File: src/rtl/cnn_frame_sequencer.sv
// Frame sequencer for the three-stage conv chain: gates exactly one frame of pixels into
// stage1, counts final-stage results, and reports completion or a drain timeout.
module cnn_frame_sequencer #(
  parameter  int IMG_WIDTH      = 20,
  parameter  int IMG_HEIGHT     = 20,
  parameter  int EXP_OUTPUTS    = 9,
  parameter  int TIMEOUT_CYCLES = 1024,
  localparam int NPIX           = IMG_WIDTH * IMG_HEIGHT,
  localparam int PCW            = $clog2(NPIX + 1),
  localparam int OCW            = $clog2(EXP_OUTPUTS + 1),
  localparam int TCW            = $clog2(TIMEOUT_CYCLES + 1)
) (
  input  logic           clk,
  input  logic           rst_n,
  input  logic           start,
  input  logic           abort,
  input  logic           src_valid,
  output logic           src_ready,
  output logic           pipe_valid_in,
  input  logic           pipe_valid_out,
  output logic           busy,
  output logic           frame_done,
  output logic           timeout_err,
  output logic [PCW-1:0] pix_count,
  output logic [OCW-1:0] out_count
);

  localparam logic [PCW-1:0] NPIX_C = PCW'(NPIX);
  localparam logic [OCW-1:0] EXP_C  = OCW'(EXP_OUTPUTS);
  localparam logic [TCW-1:0] TMO_C  = TCW'(TIMEOUT_CYCLES);

  typedef enum logic [2:0] {IDLE, FEED, DRAIN, DONE, ERR} state_t;

  state_t         state, state_nxt;
  logic [PCW-1:0] pix_nxt;
  logic [OCW-1:0] out_nxt, out_sat;
  logic [TCW-1:0] timer, timer_nxt, timer_inc;
  logic           clear_err, set_err;

  // Results arrive while input is still streaming, so counting runs in FEED too.
  assign out_sat   = (pipe_valid_out && (out_count < EXP_C)) ? out_count + 1'b1 : out_count;
  assign timer_inc = timer + 1'b1;

  always_comb begin
    state_nxt = state;
    src_ready = 1'b0;
    pix_nxt   = pix_count;
    out_nxt   = out_count;
    timer_nxt = timer;
    clear_err = 1'b0;
    set_err   = 1'b0;
    unique case (state)
      IDLE: begin
        if (start) begin
          state_nxt = FEED;
          pix_nxt   = '0;
          out_nxt   = '0;
          timer_nxt = '0;
          clear_err = 1'b1;
        end
      end
      FEED: begin
        if (abort) begin
          state_nxt = IDLE;
        end else begin
          src_ready = (pix_count < NPIX_C);
          out_nxt   = out_sat;
          if (src_valid && src_ready) begin
            pix_nxt = pix_count + 1'b1;
            if (pix_nxt == NPIX_C) state_nxt = DRAIN;
          end
        end
      end
      DRAIN: begin
        if (abort) begin
          state_nxt = IDLE;
        end else begin
          out_nxt   = out_sat;
          timer_nxt = pipe_valid_out ? '0 : timer_inc;
          // A completing pulse also restarts the timer, so it always beats the timeout.
          if (out_sat == EXP_C) begin
            state_nxt = DONE;
          end else if (!pipe_valid_out && (timer_inc == TMO_C)) begin
            state_nxt = ERR;
            set_err   = 1'b1;
          end
        end
      end
      DONE:    state_nxt = IDLE;
      ERR:     state_nxt = IDLE;
      default: state_nxt = IDLE;
    endcase
  end

  always_ff @(posedge clk or negedge rst_n) begin
    if (!rst_n) begin
      state       <= IDLE;
      pix_count   <= '0;
      out_count   <= '0;
      timer       <= '0;
      timeout_err <= 1'b0;
      busy        <= 1'b0;
    end else begin
      state     <= state_nxt;
      pix_count <= pix_nxt;
      out_count <= out_nxt;
      timer     <= timer_nxt;
      busy      <= (state_nxt == FEED) || (state_nxt == DRAIN);
      if (clear_err)    timeout_err <= 1'b0;
      else if (set_err) timeout_err <= 1'b1;
    end
  end

  assign pipe_valid_in = src_valid && src_ready;
  assign frame_done    = (state == DONE);

endmodule

File: config.mk
export PLATFORM = sky130hd
export DESIGN_NAME = cnn_frame_sequencer
export DESIGN_NICKNAME = d
export VERILOG_FILES = /design/src/rtl/cnn_frame_sequencer.sv
export SDC_FILE = /design/constraint.sdc
export NUM_CORES = 1
export LEC_CHECK = 0
export CAP_MARGIN = 5
export CORE_ASPECT_RATIO = 1.75
export CORE_MARGIN = 2
export CORE_UTILIZATION = 50
export DETAILED_ROUTE_END_ITERATION = 8
export PLACE_DENSITY_LB_ADDON = 0.25
export SETUP_SLACK_MARGIN = 0.5
export SLEW_MARGIN = 0
export SYNTH_ARGS = -nofsm -noshare
export SYNTH_HDL_FRONTEND = slang
export SYNTH_SLANG_ARGS = --single-unit
File: constraint.sdc
create_clock -name clk -period 5.75 [get_ports clk]
set_clock_uncertainty 0.05 [all_clocks]
set_input_delay 1.15 -clock clk [delete_from_list [all_inputs] [get_ports clk]]
set_output_delay 1.15 -clock clk [all_outputs]
set_load 0.02 [all_outputs]
# Word level (Yosys, flattened, before mapping)
# Cells that the tools add are included.
# word_totals
reg_bits	29
output_inout_bits	18
elab_cells	69
# classes
n_addsub	3
n_lt_le_gt_ge	2
eq_ne	13
mux	30
n_reduce_logical	15
# ops
op	count
$mux W11	3
$mux W9	3
$pmux W11 S2	1
$mux W3	7
$pmux W9 S2	1
$mux W4	3
$add A11 B1 Y11 const B	1
$eq A11 B11 Y1 const B	1
$mux W1	10
$ne A2 B2 Y1 const B	5
$add A9 B1 Y9 const B	1
$eq A3 B2 Y1 const B	3
$eq A9 B9 Y1 const B	1
$lt A9 B9 Y1 const B	1
$pmux W3 S3	1
$pmux W4 S2	1
$reduce_bool A2 Y1	4
$eq A3 B1 Y1 const B	2
$reduce_and A3 Y1	2
$add A4 B1 Y4 const B	1
$eq A4 B4 Y1 const B	1
$logic_and A1 B1 Y1	4
$lt A4 B4 Y1 const B	1
$reduce_and A4 Y1	1
other kinds (4)	4

# Depth between registers and ports, before layout
# depth
ltp_word	9
mapped_depth	8
depth_no_buf	8

# Least setup slack after synthesis
# OpenSTA, ideal clock, no wires.
# synth_timing
kind	input to output
from	in abort
to	out pipe_valid_in
arrival_ns	1.681
setup_slack_ns	2.869
cell_stages	3
n_path_buf	0
cell_sequence	nor2_1 nand3_2 inv_1
# synth_between
elab_chain_len	3
# synth_lines
item	line_no	source
from (decl)	16	input logic abort,
$mux W1	63	if (abort) begin
$mux W1	52	unique case (state)
$logic_and A1 B1 Y1	114	assign pipe_valid_in = src_valid && src_ready;
to (decl)	19	output logic pipe_valid_in,
# Every way passes these cells.

# Worst setup path in the final report
# Same ends and word-level chain as after synthesis.

==> out/metrics.csv <==
stage;metric;value;unit
worst_setup_path;RR Startpoint;timer[0]$_DFFE_PN0P_;
drt;WL/cell;14.7;um
worst_setup_path;CP endpoint;pipe_valid_in;
hold_path;Hold Path Class;reg -> reg;
die;Die X;49.9;um
die;core area;3590;um^2
worst_setup_path;critical path fanouts, max;9;
placement;GP Congestion;0.851;
global_route;Global Route Usage Sum;0.219;
synth;Synth cell types;54;
timing;Slew HR;0.448;
synth;mapped cell area;1840;um^2
global_route;vias in the first global route;1531;
timing;Fmax;243;MHz
placement;DP HPWL;3.01;mm
clock_tree;Post-CTS Setup Repair Bufs;0;
synth;most frequent cells after synthesis;dfrtp_1 (29), nand2_1 (25), o21ai_0 (25);
timing;RSZ-0062 raised after global routing;no;
synth;sequential-to-total area share from yosys stat;0.394;
synth;Post-synth EDFFs;0;
die;row cnt;29;
final_layout;final net count;246;
drt;Initial DRT Pass Iterations;4;
worst_setup_path;worst reg2reg path depth;7;
clock_tree;hold buffers post-CTS;0;
die;Die Height;84.3;um
synth;most numerous cell in the Yosys netlist;dfrtp_1;
clock_tree;CTS Buf Count;5;
clock_tree;post_cts resized;0;
die;Initial Util;0.512;
job;MaxCap Viol Count;0;
worst_setup_path;Arrival @ worst endpoint;2910;ps
run_status;outcome;completed;
synth;register bit total from synthesis;29;
worst_setup_path;FF-to-FF End;busy$_DFF_PN0_;
synth;Yosys top cell area share;0.394;
clock_tree;Worst-Skew Late Latency;280;ps
timing;Final Hold Vio Count;0;
placement;PortBufs;23;
die;Die Area;4200;um^2
power;pwr/cell area;209;nW/um^2
global_route;initial antenna violation count;0;
clock_tree;CTS tree;done;
clock_tree;Max clock buf depth;2;
global_route;Overflow after GRT;0;
power;Tot Pwr;461;uW
clock_tree;clk root buf;clkbuf_8;
synth;syn_nets;218;
final_layout;share of cells above drive strength 1;0.0847;
synth;top post-synthesis cells by area;dfrtp_1 (39%), o21ai_0 (6.8%), nand2_1 (5.1%), nor2_1 (4.1%), ha_1 (3.4%);
timing;period utilization;0.715;
synth;Top FF cell, synth;dfrtp_1;
worst_setup_path;endpoint class of the critical path;primary output;
timing;hold slack;460;ps
drt;residual DRC count;0;
synth;YS warnings;0;
timing;Final Max Slew Viols;0;
synth;syn_area_per_cell;8.89;um^2
timing;Finish-stage setup viols;0;
synth;cell taking the most area after synthesis;dfrtp_1;
clock_tree;total clock sinks;29;
clock_tree;clock-pin slew on the worst setup and hold paths;60;ps
drt;total wire length;4.14;mm
power;peak supply drop;0.220;mV
timing;Final min period;4110;ps
worst_setup_path;CP Launch Point;abort;
power;LEAKAGE;0.000926;uW
global_route;first-pass GRT wire length;7.12;mm
worst_setup_path;startpoint type of the worst setup path;input port;
final_layout;Syn-to-layout area delta;19.7;%
die;IO Count;24;
clock_tree;H-tree Lvls;2;
drt;Detailed Route Iter0 Violations;41;
worst_setup_path;Critical Path RT;4550;ps
synth;Syn Inst Count;207;
global_route;largest net degree at the start of global routing;30;
worst_setup_path;r2r setup slk;3570;ps
synth;ys async rst share;1.00;
final_layout;diodes inserted;0;
timing;measured slew at the worst slew-check pin;828;ps
drt;vias;1659;
timing;Fin Setup TNS;0;ps
drt;Vias/cell;5.88;
worst_setup_path;Crit Path Category;in -> out;
drt;Routed Antenna Nets;0;
## registers in the layout, indices dropped and copies added (netlist names)
register / cells
busy: 1
out_count: 4
pix_count: 9
state: 3
timeout_err: 1
timer: 11
## worst min path at each step
stage                          start                     to  slack [ps]  cells past startpoint
3_5_place_dp   timer[10]$_DFFE_PN0P_  timer[10]$_DFFE_PN0P_         450                      2
4_1_cts        timer[10]$_DFFE_PN0P_  timer[10]$_DFFE_PN0P_         460                      2
2_1_floorplan  timer[10]$_DFFE_PN0P_  timer[10]$_DFFE_PN0P_         420                      2
6_report       timer[10]$_DFFE_PN0P_  timer[10]$_DFFE_PN0P_         460                      2
5_1_grt        timer[10]$_DFFE_PN0P_  timer[10]$_DFFE_PN0P_         480                      2
3_3_place_gp   timer[10]$_DFFE_PN0P_  timer[10]$_DFFE_PN0P_         440                      2
## cell families (layout without fill, tap and decap cells)
logic type	after synthesis	in the layout	synth area share
AOI/OAI and AO/OA	60	60	0.221
muxes	2	2	0.0116
buffers and inverters	9	38	0.0190
DFF	29	29	0.394
adders and majority gates	5	5	0.0340
and+or+nand+nor	94	94	0.282
xor gates and xnor gates	8	8	0.0381
## cell usage in the layout, fill, tap and decap left out, types with 2 or more instances in the layout
cell / Yosys / final
a21o_1: 2 / 2
a21oi_1: 5 / 5
a22o_1: 5 / 5
and2_1: 5 / 5
and3_1: 5 / 5
clkbuf_1: 2 / 3
clkbuf_8: 0 / 5
clkdlybuf4s50_1: 0 / 23
dfrtp_1: 29 / 29
ha_1: 5 / 5
inv_1: 6 / 6
nand2_1: 25 / 25
nand2b_1: 3 / 3
nand3_1: 10 / 10
nand3b_1: 2 / 2
nand4_1: 4 / 4
nor2_1: 20 / 20
nor2b_1: 2 / 2
nor3_1: 2 / 2
o21ai_0: 25 / 25
o311ai_2: 2 / 2
o31ai_1: 7 / 7
or3b_2: 2 / 2
xnor2_1: 6 / 6
xor2_1: 2 / 2
## area by class of cell
type                            count  area, um^2
Inverter                            6        22.5
Sequential cell                    29         726
Timing Repair Buffer               24         238
Fill cell                         316        1390
Tap cell                           46        57.6
Multi-Input combinational cell    169        1080
Clock buffer                        8        80.1
## through the flow
stage	util	setup slack (ps)	cells	instance area (um^2)
6_report	0.613	1640	282	2200
5_1_grt	0.613	1520	282	2200
3_5_place_dp	0.591	1640	274	2120
2_1_floorplan	-	2870	207	1840
3_3_place_gp	0.591	1710	274	2120
4_1_cts	0.613	1630	282	2200
## critical path, stage by stage
cell and delay (ps):
clkdlybuf4s50_1 500, nor2_1 240, nand3_2 210, inv_1 180
clkdlybuf4s50_1 620
## metal layers
layer | up-vias | wire (um) | global-route usage
met5 | - | 0 | 0
met4 | 0 | 82 | 0.0934
met3 | 8 | 146 | 0.0445
met2 | 40 | 2140 | 0.384
met1 | 791 | 1770 | 0.253
li1 | 820 | - | -
## power breakdown
group / switching, uW / internal, uW
Sequential: 11.8 / 212
Combinational: 44.3 / 35.0
Clock: 72.7 / 85.7
No activity file was read; power rests on OpenSTA's default activity.
